$ cat config.mk
export PLATFORM = sky130hd
export DESIGN_NAME = store_buffer
export DESIGN_NICKNAME = d
export VERILOG_FILES = /design/src/rtl/store_buffer.sv
export SDC_FILE = /design/constraint.sdc
export NUM_CORES = 1
export LEC_CHECK = 0
export BUFFER_PORTS_ARGS = -buffer_cell sky130_fd_sc_hd__buf_2
export CORE_ASPECT_RATIO = 1.5
export CORE_MARGIN = 1.5
export CORE_UTILIZATION = 61
export CTS_BUF_LIST = sky130_fd_sc_hd__clkbuf_8
export DETAILED_ROUTE_END_ITERATION = 8
export GPL_TIMING_DRIVEN = 0
export PLACE_DENSITY = 0.85
export SLEW_MARGIN = 5
export SYNTH_ARGS = -nofsm -noshare
export SYNTH_HDL_FRONTEND = slang
export SYNTH_SLANG_ARGS = --single-unit
$ cat constraint.sdc
create_clock -name clock -period 4.2 [get_ports clock]
set_input_delay 0.42 -clock clock [delete_from_list [all_inputs] [get_ports clock]]
set_output_delay 0.42 -clock clock [all_outputs]
set_load 0.01 [all_outputs]
$ cat src/rtl/store_buffer.sv
// Store buffer: holds stores from address calculation until ROB retirement,
// then drains them in order to data memory over a req/ack handshake.
module store_buffer #(
    parameter int DEPTH       = 4,
    parameter int XLEN        = 32,
    parameter int ROB_TAG_LEN = 5
) (
    input  logic                   clock,
    input  logic                   reset,
    input  logic                   alloc_enable,
    input  logic [XLEN-1:0]        alloc_address,
    input  logic [XLEN-1:0]        alloc_data,
    input  logic [1:0]             alloc_size,
    input  logic [ROB_TAG_LEN-1:0] alloc_rob_tag,
    input  logic                   alloc_speculative,
    input  logic                   commit_valid,
    input  logic [ROB_TAG_LEN-1:0] commit_rob_tag,
    input  logic                   kill,
    input  logic                   resolve,
    input  logic                   mem_ack,
    output logic                   full,
    output logic                   empty,
    output logic                   pending_stores,
    output logic                   mem_req,
    output logic [XLEN-1:0]        mem_addr,
    output logic [XLEN-1:0]        mem_data,
    output logic [1:0]             mem_size
);

    localparam int PTR_W = $clog2(DEPTH);
    localparam logic [PTR_W:0]   CNT_ONE  = (PTR_W + 1)'(1);
    localparam logic [PTR_W:0]   CNT_FULL = (PTR_W + 1)'(DEPTH);
    localparam logic [PTR_W-1:0] PTR_ONE  = PTR_W'(1);

    typedef enum logic {
        IDLE,
        REQ
    } state_t;

    logic [DEPTH-1:0]       valid_q;
    logic [DEPTH-1:0]       committed_q;
    logic [DEPTH-1:0]       spec_q;
    logic [ROB_TAG_LEN-1:0] tag_q  [DEPTH];
    logic [XLEN-1:0]        addr_q [DEPTH];
    logic [XLEN-1:0]        data_q [DEPTH];
    logic [1:0]             size_q [DEPTH];

    logic [PTR_W-1:0] head_q;
    logic [PTR_W-1:0] tail_q;
    logic [PTR_W:0]   count_q;
    logic [PTR_W:0]   count_d;
    logic [PTR_W:0]   spec_count;

    state_t state_q;
    state_t state_d;
    logic   load;
    logic   pop;
    logic   alloc_fire;

    assign full           = (count_q == CNT_FULL);
    assign empty          = (count_q == '0);
    assign pending_stores = !empty;
    assign mem_req        = (state_q == REQ);
    assign alloc_fire     = alloc_enable && !full && !kill;

    // NOTE: every variable written in always_comb gets a default first, so no path leaves it unassigned and infers a latch.
    always_comb begin
        spec_count = '0;
        for (int i = 0; i < DEPTH; i++) begin
            spec_count = spec_count + (PTR_W + 1)'(valid_q[i] & spec_q[i]);
        end
    end

    always_comb begin
        state_d = state_q;
        load    = 1'b0;
        pop     = 1'b0;
        case (state_q)
            IDLE: begin
                if (valid_q[head_q] && committed_q[head_q]) begin
                    load    = 1'b1;
                    state_d = REQ;
                end
            end
            REQ: begin
                if (mem_ack) begin
                    pop     = 1'b1;
                    state_d = IDLE;
                end
            end
            default: state_d = IDLE;
        endcase
    end

    // Speculative entries are the youngest contiguous run, so kill only has to retract the count and tail.
    always_comb begin
        count_d = count_q;
        if (kill) begin
            count_d = count_q - spec_count;
        end else if (alloc_fire) begin
            count_d = count_q + CNT_ONE;
        end
        if (pop) begin
            count_d = count_d - CNT_ONE;
        end
    end

    // NOTE: sequential state uses non-blocking assignments so every flop samples pre-edge values.
    always_ff @(posedge clock or negedge reset) begin
        if (!reset) begin
            valid_q     <= '0;
            committed_q <= '0;
            spec_q      <= '0;
            head_q      <= '0;
            tail_q      <= '0;
            count_q     <= '0;
        end else begin
            for (int i = 0; i < DEPTH; i++) begin
                if (commit_valid && valid_q[i] && tag_q[i] == commit_rob_tag) begin
                    committed_q[i] <= 1'b1;
                    spec_q[i]      <= 1'b0;
                end
                if (resolve && !kill) begin
                    spec_q[i] <= 1'b0;
                end
                if (kill && valid_q[i] && spec_q[i]) begin
                    valid_q[i] <= 1'b0;
                    spec_q[i]  <= 1'b0;
                end
                if (pop && head_q == PTR_W'(i)) begin
                    valid_q[i] <= 1'b0;
                end
                if (alloc_fire && tail_q == PTR_W'(i)) begin
                    valid_q[i]     <= 1'b1;
                    committed_q[i] <= 1'b0;
                    spec_q[i]      <= alloc_speculative && !resolve;
                end
            end
            if (pop) begin
                head_q <= head_q + PTR_ONE;
            end
            if (kill) begin
                tail_q <= head_q + PTR_W'(count_q - spec_count);
            end else if (alloc_fire) begin
                tail_q <= tail_q + PTR_ONE;
            end
            count_q <= count_d;
        end
    end

    // NOTE: payload arrays carry no reset; valid_q alone decides whether an entry means anything.
    always_ff @(posedge clock) begin
        if (alloc_fire) begin
            tag_q[tail_q]  <= alloc_rob_tag;
            addr_q[tail_q] <= alloc_address;
            data_q[tail_q] <= alloc_data;
            size_q[tail_q] <= alloc_size;
        end
    end

    always_ff @(posedge clock or negedge reset) begin
        if (!reset) begin
            state_q  <= IDLE;
            mem_addr <= '0;
            mem_data <= '0;
            mem_size <= '0;
        end else begin
            state_q <= state_d;
            if (load) begin
                mem_addr <= addr_q[head_q];
                mem_data <= data_q[head_q];
                mem_size <= size_q[head_q];
            end
        end
    end

endmodule
==> results.cfg <==
[timing]
tightest_slew_ps = 669
period_needed_ps = 4050
fmax_mhz = 247
finalWorstSetupSlack_ps = 150
rsz0062_at_grt = no
finalCritPeriodShare_pct = 96.4
hold_ws_ps = 55.1
drv_slew = 0
setup_viol = 0
relSlewSlack_pct = 55.4
hold_violations = 0
clock_skew_ps = 11.8

[clocking]
htree_levels = 2
cts_sinks = 370
clk_pin_slew_ps = 70
cts_buffer_depth = 3
cts_tree = yes
cts_buffers = 51
clk_latency_ps = 570
cts_root_buf = clkbuf_8

[logic_synthesis]
yosys.cell_count.top_type = edfxtp_1
yosysWarnings = 0
synth_top_family_by_area = multiplexers
yosys.area_share.simple_pct = 2.22
synth_area_um2 = 14200
synthMuxAreaShare_pct = 16.1
synth_cell_types = 35
synth_compound_area_share_pct = 0.760
synth_edf_count = 284
async_flop_share_pct = 23.2
seq_area_frac_synth_pct = 75.4
ys_top_cells_by_count = edfxtp_1 (284), dfrtp_1 (86), mux4_2 (67)
synth_ff_type = edfxtp_1
synth.area.top_cells = edfxtp_1 (60%), dfrtp_1 (15%), mux4_2 (11%)
synth_fp_nets = 790
synth.top_cell.area_share_pct = 60.2
yosys.area_share.adder_pct = 1.94
synth-seq-cells = 370
synth_cells = 687
yosysTopAreaCell = edfxtp_1
synthXorXnorAreaFrac_pct = 1.73
synth.avg_cell_area_um2 = 20.6

[placed_design]
place_inst = 1119
dpl_cell_area_um2 = 15400
dp_slack_ps = 92.3
gp_congestion = 0.779
place_hpwl_um = 16600
numPortBuffers = 147

[cells_and_area]
final_util_pct = 71.9
final_nets = 997
fillers = 1356
synthToLayoutAreaGrowth_pct = 16.1
drive_above_1_share_pct = 36.6
post_layout_nonfiller_instances = 1218
design_area_um2 = 16400

[pwr]
ir_worst_vdd_uv = 405
clkPwrFrac_pct = 25.0
combPwrFrac_pct = 28.8
swShare_pct = 29.2
seqPwrFrac_pct = 46.2
power_density_nw_per_um2 = 652
p_switching_uw = 3130
p_int_uw = 7590
p_leak_uw = 0.00619

[run_status]
status = complete, no violations

[die]
initial_utilization_pct = 61.9
fp.dieW_um = 127
core_um2 = 22900
die_y_um = 190
die-area_um2 = 24200
row_count = 68
ioPinCount = 154

[detailed_routing]
wire_per_inst_um = 21.3
drc = 0
vias_per_cell = 5.74
vias = 6986
drt-initial-drc-count = 350
drt_wl_total_um = 25900
first_pass_iters = 4
drtAntennaViolNets = 0

[worst_setup_path]
slowest_delay_ps = 540
critPathLaunchType = register
regToRegStartpoint = valid_q[2]
startpoint = valid_q[2]
critPathArrivalTime_ps = 4500
r2r_cells = 14
worstPathRequired_ps = 4650
endpoint_kind = register
crit_type = reg2reg
cp_max_fo = 5
ff2ff_setup_slack_ps = 150
crit_chain = and2_1 -> fa_1 -> inv_1 -> fa_1 -> inv_1 -> fa_1 -> inv_1 -> ha_1 -> or2_2 -> fa_2 -> mux2i_2 -> ha_1 -> nand2_1 -> xor2_1
reg2reg_to = count_q[2]
crit_path_top_delay_cell = fa_1
crit_end = count_q[2]

[global_route]
grt_pass1_vias = 7534
track_usage_pct = 22.3
grt_pass1_wl_um = 40300
gr-total-overflow = 0
grt_max_degree = 50
antenna_found_initial = 4

[flow_run]
max-cap-violations = 0

[hold_path]
hp-class = in2reg
hold_start = alloc_data[23]
[how the worst min path moves through the flow]
stage / end / slack (ps) / cells past startpoint
finish: data_q[3][23] / 60 / 1
CTS: addr_q[2][15] / 20 / 1
global placement: mem_data[22] / 460 / 1
floorplan: committed_q[0] / 120 / 0
detailed placement: mem_addr[15] / 470 / 1
global route: data_q[1][30] / 20 / 1
[per-stage QoR]
step,setup TNS (ps),total power (uW)
final,0,10700
after global routing,0,11300
after global placement,-92890,7990
after CTS,0,10800
after floorplan,0,7090
after detailed placement,0,8130
[per-layer routing]
layer	vias up	part of all wire [%]	track usage [%]	wire, um
met5	-	0.097	0	25
met4	4	3.8	9.75	972
met3	76	5.3	5.34	1370
met2	215	53	38.7	13700
met1	3592	38	26.8	9800
li1	3099	-	-	-
[timing repair]
| item | CTS | global route |
|---|---|---|
| endpoints found under the setup margin | 0 | 1 |
| setup buffers | 0 | 1 |
| gates resized for setup | 0 | 2 |
| hold buffers | 1 | 0 |
| endpoints found under the hold margin | 43 | 0 |
[power by group through the flow]
stage	logic, uW	clock network [uW]	registers (uW)
finish	3090	2680	4950
global route	3370	2890	5020
CTS	3130	2740	4960
detailed placement	3110	0	5020
global placement	2970	0	5020
floorplan	1970	0	5120
[critical path: cells and delay by family (launching register included)]
family	cells	cell delay (ps)
and+or+nand+nor	3	580
adders and majority gates	6	2360
muxes	1	210
xor gates and xnor gates	1	170
buffers and inverters	3	190
DFF	1	440
[registers in the layout (all words and copies together), names as in the netlist]
signal       cells
mem_size         2
committed_q      4
addr_q         128
spec_q           4
head_q           2
mem_req          1
size_q           8
data_q         128
valid_q          4
mem_addr        32
count_q          3
mem_data        32
tag_q           20
tail_q           2
[cell families after synthesis]
group / after synthesis
buffers and inverters: 49
AND/OR/NAND/NOR: 68
adder cells (fa/ha/maj): 19
AO/OA/AOI/OAI: 17
flip-flops: 370
multiplexers: 136
XOR/XNOR: 28
[area by class of cell]
type	count	area [um2]	share of cell area, %
clock inverters	33	170	1.03
diodes	2	5.00	0.0304
inverters	18	77.6	0.472
flip-flops and latches	370	10700	64.9
repair buffers	154	886	5.39
clock buffers	62	853	5.19
multi-input cells	268	3230	19.7
plain buffers	31	190	1.16
well taps	280	350	2.13
[cells in the final DEF (no fill, tap or decap), types with 5 or more instances in the layout]
| cell type | count |
|---|---|
| nand2_1 | 35 |
| xnor2_1 | 27 |
| clkinv_2 | 5 |
| nor2_1 | 5 |
| mux4_2 | 67 |
| inv_1 | 37 |
| edfxtp_1 | 284 |
| mux2_1 | 40 |
| dfrtp_1 | 86 |
| and2_1 | 5 |
| clkbuf_1 | 14 |
| ha_1 | 14 |
| clkbuf_8 | 62 |
| buf_2 | 154 |
| buf_4 | 5 |
| mux2_2 | 27 |
| nand3_1 | 12 |
No activity file was read; power rests on OpenSTA's default activity.
